File: config.mk
export PLATFORM = sky130hd
export DESIGN_NAME = sta_mirror_updater
export DESIGN_NICKNAME = d
export VERILOG_FILES = /design/src/rtl/sta_mirror_updater.sv
export SDC_FILE = /design/constraint.sdc
export NUM_CORES = 1
export LEC_CHECK = 0
export ABC_CLOCK_PERIOD_IN_PS = 3300
export BUFFER_PORTS_ARGS = -buffer_cell sky130_fd_sc_hd__buf_2
export CAP_MARGIN = 20
export CELL_PAD_IN_SITES_DETAIL_PLACEMENT = 1
export CELL_PAD_IN_SITES_GLOBAL_PLACEMENT = 1
export CORE_MARGIN = 10
export CORE_UTILIZATION = 49
export CTS_CLUSTER_SIZE = 28
export DETAILED_ROUTE_END_ITERATION = 10
export PLACE_DENSITY = 0.73
export SLEW_MARGIN = 25
export SYNTH_ARGS = -nofsm -noshare
export SYNTH_HDL_FRONTEND = slang
export SYNTH_SLANG_ARGS = --single-unit
File: constraint.sdc
create_clock -name wr_clk -period 3.3 [get_ports wr_clk]
set_input_delay 0.165 -clock wr_clk [delete_from_list [all_inputs] [get_ports wr_clk]]
set_output_delay 0.165 -clock wr_clk [all_outputs]
set_load 0.1 [all_outputs]
File: src/rtl/sta_mirror_updater.sv
// Statistics accumulator feeding the write port of the SDP mirror RAM.
// Keeps a local shadow of every counter, does the read-modify-write on that
// shadow through a two-stage pipeline, and mirrors each new value to the RAM.
// A full-table zero sweep runs after reset and on request.
//
// state  | meaning
// -------+---------------------------------------------------------------
// IDLE   | accepting events
// DRAIN  | one cycle to let the event in stage 1 retire before the sweep
// CLEAR  | zero sweep, one address per cycle, 0 .. 2**ADDR_WIDTH-1
module sta_mirror_updater #(
    parameter int ADDR_WIDTH = 4,
    parameter int DATA_WIDTH = 32,
    parameter int INC_WIDTH  = 8,
    parameter bit SATURATE   = 1'b1
) (
    input  logic                  wr_clk,
    input  logic                  asyn_rst,
    input  logic                  evt_valid,
    output logic                  evt_ready,
    input  logic [ADDR_WIDTH-1:0] evt_idx,
    input  logic [INC_WIDTH-1:0]  evt_inc,
    input  logic                  clear_req,
    output logic                  clear_busy,
    output logic                  clear_done,
    output logic                  sat_flag,
    output logic                  wr_en,
    output logic [ADDR_WIDTH-1:0] wr_addr,
    output logic [DATA_WIDTH-1:0] wr_data
);

    localparam int                    DEPTH    = 2 ** ADDR_WIDTH;
    localparam logic [ADDR_WIDTH-1:0] PTR_LAST = {ADDR_WIDTH{1'b1}};

    typedef enum logic [1:0] {
        ST_IDLE  = 2'd0,
        ST_DRAIN = 2'd1,
        ST_CLEAR = 2'd2
    } state_t;

    state_t                  state_q;
    logic [ADDR_WIDTH-1:0]   ptr_q;
    logic                    evt_ready_q;
    logic                    clear_busy_q;
    logic                    clear_done_q;
    logic                    sat_flag_q;
    logic                    wr_en_q;
    logic [ADDR_WIDTH-1:0]   wr_addr_q;
    logic [DATA_WIDTH-1:0]   wr_data_q;

    logic                    s1_valid_q;
    logic [ADDR_WIDTH-1:0]   s1_idx_q;
    logic [INC_WIDTH-1:0]    s1_inc_q;
    logic [DATA_WIDTH-1:0]   s1_old_q;

    logic [DATA_WIDTH-1:0]   shadow_q [DEPTH];

    logic                    accept;
    logic [DATA_WIDTH:0]     sum_d;
    logic                    ovf_d;
    logic [DATA_WIDTH-1:0]   res_d;
    logic [DATA_WIDTH-1:0]   old_d;

    assign accept     = evt_valid & evt_ready_q;
    assign evt_ready  = evt_ready_q;
    assign clear_busy = clear_busy_q;
    assign clear_done = clear_done_q;
    assign sat_flag   = sat_flag_q;
    assign wr_en      = wr_en_q;
    assign wr_addr    = wr_addr_q;
    assign wr_data    = wr_data_q;

    // Stage-2 sum with carry, and stage-1 operand fetch with forwarding of the
    // sum being retired this cycle so same-index back-to-back events chain.
    always_comb begin
        sum_d = {1'b0, s1_old_q} + {{(DATA_WIDTH + 1 - INC_WIDTH){1'b0}}, s1_inc_q};
        ovf_d = sum_d[DATA_WIDTH];
        res_d = (ovf_d && SATURATE) ? {DATA_WIDTH{1'b1}} : sum_d[DATA_WIDTH-1:0];
        old_d = shadow_q[evt_idx];
        if (s1_valid_q && (s1_idx_q == evt_idx)) begin
            old_d = res_d;
        end
    end

    // Shadow counter array: sweep zeroes it, retiring events update it.
    // No reset; the post-reset sweep initialises every entry.
    always_ff @(posedge wr_clk) begin
        if (state_q == ST_CLEAR) begin
            shadow_q[ptr_q] <= '0;
        end else if (s1_valid_q) begin
            shadow_q[s1_idx_q] <= res_d;
        end
    end

    // Control FSM, event pipeline and registered mirror-write outputs.
    always_ff @(posedge wr_clk or posedge asyn_rst) begin
        if (asyn_rst) begin
            state_q      <= ST_CLEAR;
            ptr_q        <= '0;
            evt_ready_q  <= 1'b0;
            clear_busy_q <= 1'b1;
            clear_done_q <= 1'b0;
            sat_flag_q   <= 1'b0;
            wr_en_q      <= 1'b0;
            wr_addr_q    <= '0;
            wr_data_q    <= '0;
            s1_valid_q   <= 1'b0;
            s1_idx_q     <= '0;
            s1_inc_q     <= '0;
            s1_old_q     <= '0;
        end else begin
            wr_en_q      <= 1'b0;
            clear_done_q <= 1'b0;

            s1_valid_q <= accept;
            if (accept) begin
                s1_idx_q <= evt_idx;
                s1_inc_q <= evt_inc;
                s1_old_q <= old_d;
            end

            if (s1_valid_q) begin
                wr_en_q   <= 1'b1;
                wr_addr_q <= s1_idx_q;
                wr_data_q <= res_d;
                if (ovf_d) begin
                    sat_flag_q <= 1'b1;
                end
            end

            // Sweep entry clears sat_flag last so it wins over an event that
            // retires on the same edge; the sweep overwrites that event anyway.
            case (state_q)
                ST_IDLE: begin
                    if (clear_req) begin
                        evt_ready_q  <= 1'b0;
                        clear_busy_q <= 1'b1;
                        if (accept || s1_valid_q) begin
                            state_q <= ST_DRAIN;
                        end else begin
                            state_q    <= ST_CLEAR;
                            sat_flag_q <= 1'b0;
                        end
                    end
                end
                ST_DRAIN: begin
                    state_q    <= ST_CLEAR;
                    sat_flag_q <= 1'b0;
                end
                ST_CLEAR: begin
                    wr_en_q   <= 1'b1;
                    wr_addr_q <= ptr_q;
                    wr_data_q <= '0;
                    ptr_q     <= ptr_q + ADDR_WIDTH'(1);
                    if (ptr_q == PTR_LAST) begin
                        state_q      <= ST_IDLE;
                        evt_ready_q  <= 1'b1;
                        clear_busy_q <= 1'b0;
                        clear_done_q <= 1'b1;
                    end
                end
                default: begin
                    state_q <= ST_CLEAR;
                    ptr_q   <= '0;
                end
            endcase
        end
    end

endmodule

Word level (Yosys, flattened, before mapping). Memories as Yosys holds them, arrays and structs flattened. Index checks and enable logic that the tools add are counted.

Output and inout bits: 41. Logic and storage cells: 65. RAM bits: 512. Bits of input ports: 16. Bits in read-only memories: 0. Register bits after elaboration: 92. Bits in latches: 0. Memories kept: 1.

Memories: shadow_q (words 16, bits a word 32, rd ports 1, clocked after Yosys merged registers in 0, write ports 1, line 56) `logic [DATA_WIDTH-1:0] shadow_q [DEPTH];`.

Add/sub/neg operators: 2. Reduce and logical (&&, ||, !) cells: 9. Order comparisons: 0. Shifts and indexed selects: 0. Divide/modulo/power cells: 0. Bitwise gates (word level): 1. Equality and inequality tests: 6. Multiplexer cells: 33. Multipliers: 0.

Operators with widths (count): 32-bit two-way mux (5); 32-bit by 8-bit adder with 33-bit output (1); 32-bit OR reduction (1); 1-bit two-way mux (17); 4-bit two-way mux (3); 4-bit case mux with 2 select lines (1); 2-bit two-way mux (3); 1-bit case mux with 2 select lines (3); 4-bit by 1-bit adder with 4-bit output, second input constant (1); 4-bit equality test (1); 4-bit equality test, second input constant (1); 2-bit case mux with 2 select lines (1); 2-bit nonzero test (2); 3-bit AND reduction (1); 2-bit by 1-bit equality test with 1-bit output, second input constant (1); 2-bit equality test, second input constant (1); 2-bit zero test (1); 2-bit by 1-bit inequality test with 1-bit output, second input constant (1); 2-bit inequality test, second input constant (1); 2-bit AND reduction (1); 2-bit OR reduction (1); 1-bit bitwise AND (1); 1-bit logical AND (1); 1-bit logical OR (1).

Longest topological paths before layout.
Word-level depth: 6. Gate-level depth with buffers: 9.

Worst setup path after synthesis. No wires, ideal clock.

Kind: register to register. From: reg state_q[0]. To: mem shadow_q[10][0] (enable). Library setup time: 0.421 ns. Data required time: 2.879 ns. Buffers on the path: 2. Period minus slack after synthesis: 3.114 ns. Setup slack: 0.186 ns. Arrival time: 2.692 ns. Cell stages (with the launch flop): 8. Cell sequence: dfrtp_1 -> clkbuf_1 -> inv_1 -> nand2_1 -> nand2_1 -> clkbuf_1 -> a31oi_1 -> nor2_1.

Word-level cells in the longest chain between the ends: 5.

RTL lines: start, declared (line 41) `state_t state_q;`; start signal, assigned (line 98) `state_q <= ST_CLEAR;`; start signal, assigned (line 139) `state_q <= ST_DRAIN;`; start signal, assigned (line 141) `state_q <= ST_CLEAR;`; 2-bit equality test * (line 88) `if (state_q == ST_CLEAR) begin`; 1-bit two-way mux (line 88); 1-bit two-way mux (implied by the code) (line 91) `shadow_q[s1_idx_q] <= res_d;`; 32-bit OR reduction (no line); 4-bit two-way mux (no line) or 1-bit two-way mux (tied branches); end, declared (line 56).

Every way passes the cells marked *; elsewhere a longest branch is shown, timed or not.

Worst setup path after layout.
From: reg s1_inc_q[5]. To: mem shadow_q[2][0], data pin.

Word-level cells in the longest chain between the ends: 3.

RTL lines: start, declared (line 53) `logic [INC_WIDTH-1:0] s1_inc_q;`; start signal, assigned (line 118) `s1_inc_q <= evt_inc;`; 32-bit by 8-bit adder with 33-bit output (line 76) `sum_d = {1'b0, s1_old_q} + {{(DATA_WIDTH + 1 - INC_WIDTH){1'b0}}, s1_inc_q};`; 32-bit two-way mux (line 78) `res_d = (ovf_d && SATURATE) ? {DATA_WIDTH{1'b1}} : sum_d[DATA_WIDTH-1:0];`; 32-bit two-way mux (no line).

No other way between the ends.

==> metrics.txt <==
leak pwr 9.81 nW; post-route setup slack 203 ps; asr flop ratio synth 15.2%; critical path type reg2reg; fin. max-slew vios 0; M1 GR Usage 31.5%; Final Hold Vio Count 0; drt pass-1 iters 5; Synth-to-Final Area Change 15.7%; yosys warns 0; vias per cell 6.32; CTS Sinks 604; die height 244 um; Core Util, Final 57.6%; GRT Total Usage 22.7%; slew margin rel. 29.4%; fmax 323 MHz; vias in the first global route 14900; Main synth FF type edfxtp_1; Post-synth EDFFs 512; residual DRC count 0; Mapped Nets 1410; ratio of cells with drive above 1 in the final layout 28.6%; post-CTS setup buffers 0; Hold WC Path Type in2reg; Multi-input gate area 6590 um^2; DP Worst Slack -2.44 ps; CTS Root Cell clkbuf_16; wire per inst 30.4 um; RSZ-0062 raised after global routing false; Clock Latency Late Sink 630 ps; Final #Nets 1545; top cell type's share of synthesized area 62.7%; Die Span X 244 um; Post-Route WL 67800 um; core box area 49300 um^2; crit path time final 3100 ps; gr busiest metal met2; number of H-tree levels 2; Seq/Total Area, Yosys 72.1%; Setup crit end kind flip-flop; global route overflow 0; Reg area 17700 um^2; Post-Syn Area 24500 um^2; outcome finished, final reports clean; antenna cells 0; actual slew at the worst max-slew pin 1060 ps; period utilisation layout 93.9%; met3 usage 4.21%; synthesized flop and latch total 604; largest net degree at the start of global routing 77; row cnt 81; clock tree from TritonCTS built; CTS buffer count 60; post-route antenna net violation count 0; DR iter-0 viols 1592; fill count 4447; DP HPWL 40400 um; Critical Path AT 3390 ps; WP data required 3590 ps; global-route wire length before repair 101000 um; clk_skew 23.0 ps; Peak VDD IR 0.535 mV; Clock transition at path regs 60 ps; die area 59400 um^2; largest cells by area after synthesis edfxtp_1 63%, mux4_2 13%, dfrtp_1 9.2%; Max Buffers Root-to-Sink 3; input/output buffers 56; initial core utilization 49.8%; maximum fanout along the worst path 16; GPL Wtd Cong 0.905; Via Count 14100; antenna violations before repair 0; Synth area leader edfxtp_1; Top-Level Pins 57; Cell Pwr Density 900 nW/um^2; Worst Setup Start Kind flip-flop; post-synthesis cell count 1384; endpoints failing setup 0; max-cap violation count 0; global routing usage on met2 36.9%; Syn Area/Cell 17.7 um^2; Yosys cell types 66
==> metrics by stage <==
step / instances / hold slack [ps] / TNS [ps] / cell area [um^2] / power [mW]
CTS: 2230 / 13.6 / 0 / 28300 / 25.5
global placement: 2110 / 359 / 0 / 26200 / 18.2
finish: 2231 / 22.1 / 0 / 28400 / 25.5
floorplan: 1384 / 270 / 0 / 24500 / 15.6
global route: 2231 / 90.6 / 0 / 28400 / 26.5
detailed placement: 2110 / 387 / -34.6 / 26200 / 18.5
==> area by class of cell <==
cell class	instances	share of cell area (%)
Inverter	16	0.220
Clock inverter	34	1.34
Tap cell	664	2.93
Timing Repair Buffer	150	4.22
Clock buffer	76	5.76
Sequential cell	604	62.3
Multi-Input combinational cell	687	23.2
==> cells by family (layout without fill, tap and decap cells) <==
kind of cell / Yosys count / in the layout / share of synthesized area [%]
multiplexers: 148 / 148 / 13.2
AO/OA/AOI/OAI: 207 / 207 / 5.66
XOR/XNOR: 22 / 22 / 0.786
buffers and inverters: 93 / 276 / 1.88
adder cells (fa/ha/maj): 10 / 10 / 0.541
AND/OR/NAND/NOR: 300 / 300 / 5.82
flip-flops: 604 / 604 / 72.1
==> metal layers <==
metal  share of wire, %  wire [um]  vias up
met3                7.4       5020       90
li1                   -          -     5849
met4                1.8       1230        0
met1                 42      28400     7616
met5                  0          0        -
met2                 49      33100      547
==> synth_stat cells, types with 13 or more instances <==
library cell and number:
clkbuf_1 30, a211oi_1 16, edfxtp_1 512, buf_1 14, o21ai_0 36, inv_1 15
nand2_1 65, buf_2 20, a22oi_1 40, nor2_1 122, a21oi_1 45, mux4_2 141
o22ai_1 15, nor3_1 25, dfrtp_1 90, xnor2_1 13, nand3_1 23, nand4_1 13
==> report_power, final <==
group / internal (mW) / switching [mW]
registers: 10.4 / 0.854
clock network: 4.11 / 2.84
logic: 2.07 / 5.24
total: 16.6 / 8.93
==> layout by cell type (no fill, tap or decap), types with 23 or more instances in the layout <==
cell type | netlist | layout
a21oi_1 | 45 | 43
a22oi_1 | 40 | 40
buf_2 | 20 | 54
buf_4 | 6 | 71
clkbuf_16 | 0 | 62
dfrtp_1 | 90 | 89
edfxtp_1 | 512 | 512
mux4_2 | 141 | 141
nand2_1 | 65 | 64
nand3_1 | 23 | 23
nor2_1 | 122 | 84
nor2_2 | 2 | 23
nor3_1 | 25 | 25
o21ai_0 | 36 | 36
==> what timing repair did <==
action | 4_1_cts | 5_1_grt
hold buffers | 10 | 0
resized for setup | 2 | 21
endpoints found under the hold margin | 67 | 0
cloned | 0 | 0
endpoints found under the setup margin | 32 | 336
==> critical path, stage by stage, from the launching register on <==
cell and delay, ps:
dfrtp_1 380, ha_1 390, o211ai_1 180, o211ai_2 520, and4_1 340, buf_4 210
nor2_1 120, nor2_1 630
==> sequential cells by signal, summed over array words and instances, names as in the netlist <==
| register | flops |
|---|---|
| wr_data | 32 |
| clear_busy | 1 |
| sat_flag | 1 |
| s1_idx_q | 4 |
| evt_ready | 1 |
| shadow_q | 512 |
| clear_done | 1 |
| wr_addr | 4 |
| ptr_q | 4 |
| wr_en | 1 |
| s1_valid_q | 1 |
| s1_inc_q | 8 |
| state_q | 2 |
| s1_old_q | 32 |
==> worst paths after layout <==
check | startpoint | depth (start not counted) | slack (ps) | to
max | s1_inc_q[5]$_DFFE_PP0P_ | 7 | 200 | shadow_q[2][0]$_DFFE_PP_
min | evt_idx[0] | 3 | 20 | s1_idx_q[0]$_DFFE_PP0P_
max reg2reg | s1_inc_q[5]$_DFFE_PP0P_ | 7 | 200 | shadow_q[2][0]$_DFFE_PP_
min reg2reg | s1_inc_q[3]$_DFFE_PP0P_ | 2 | 490 | s1_inc_q[3]$_DFFE_PP0P_
max in group asynchronous | asyn_rst | 4 | 2210 | clear_busy$_DFFE_PP1P_
min in group asynchronous | asyn_rst | 3 | 250 | clear_done$_DFF_PP0_
Power figures use the tool's default switching activity.
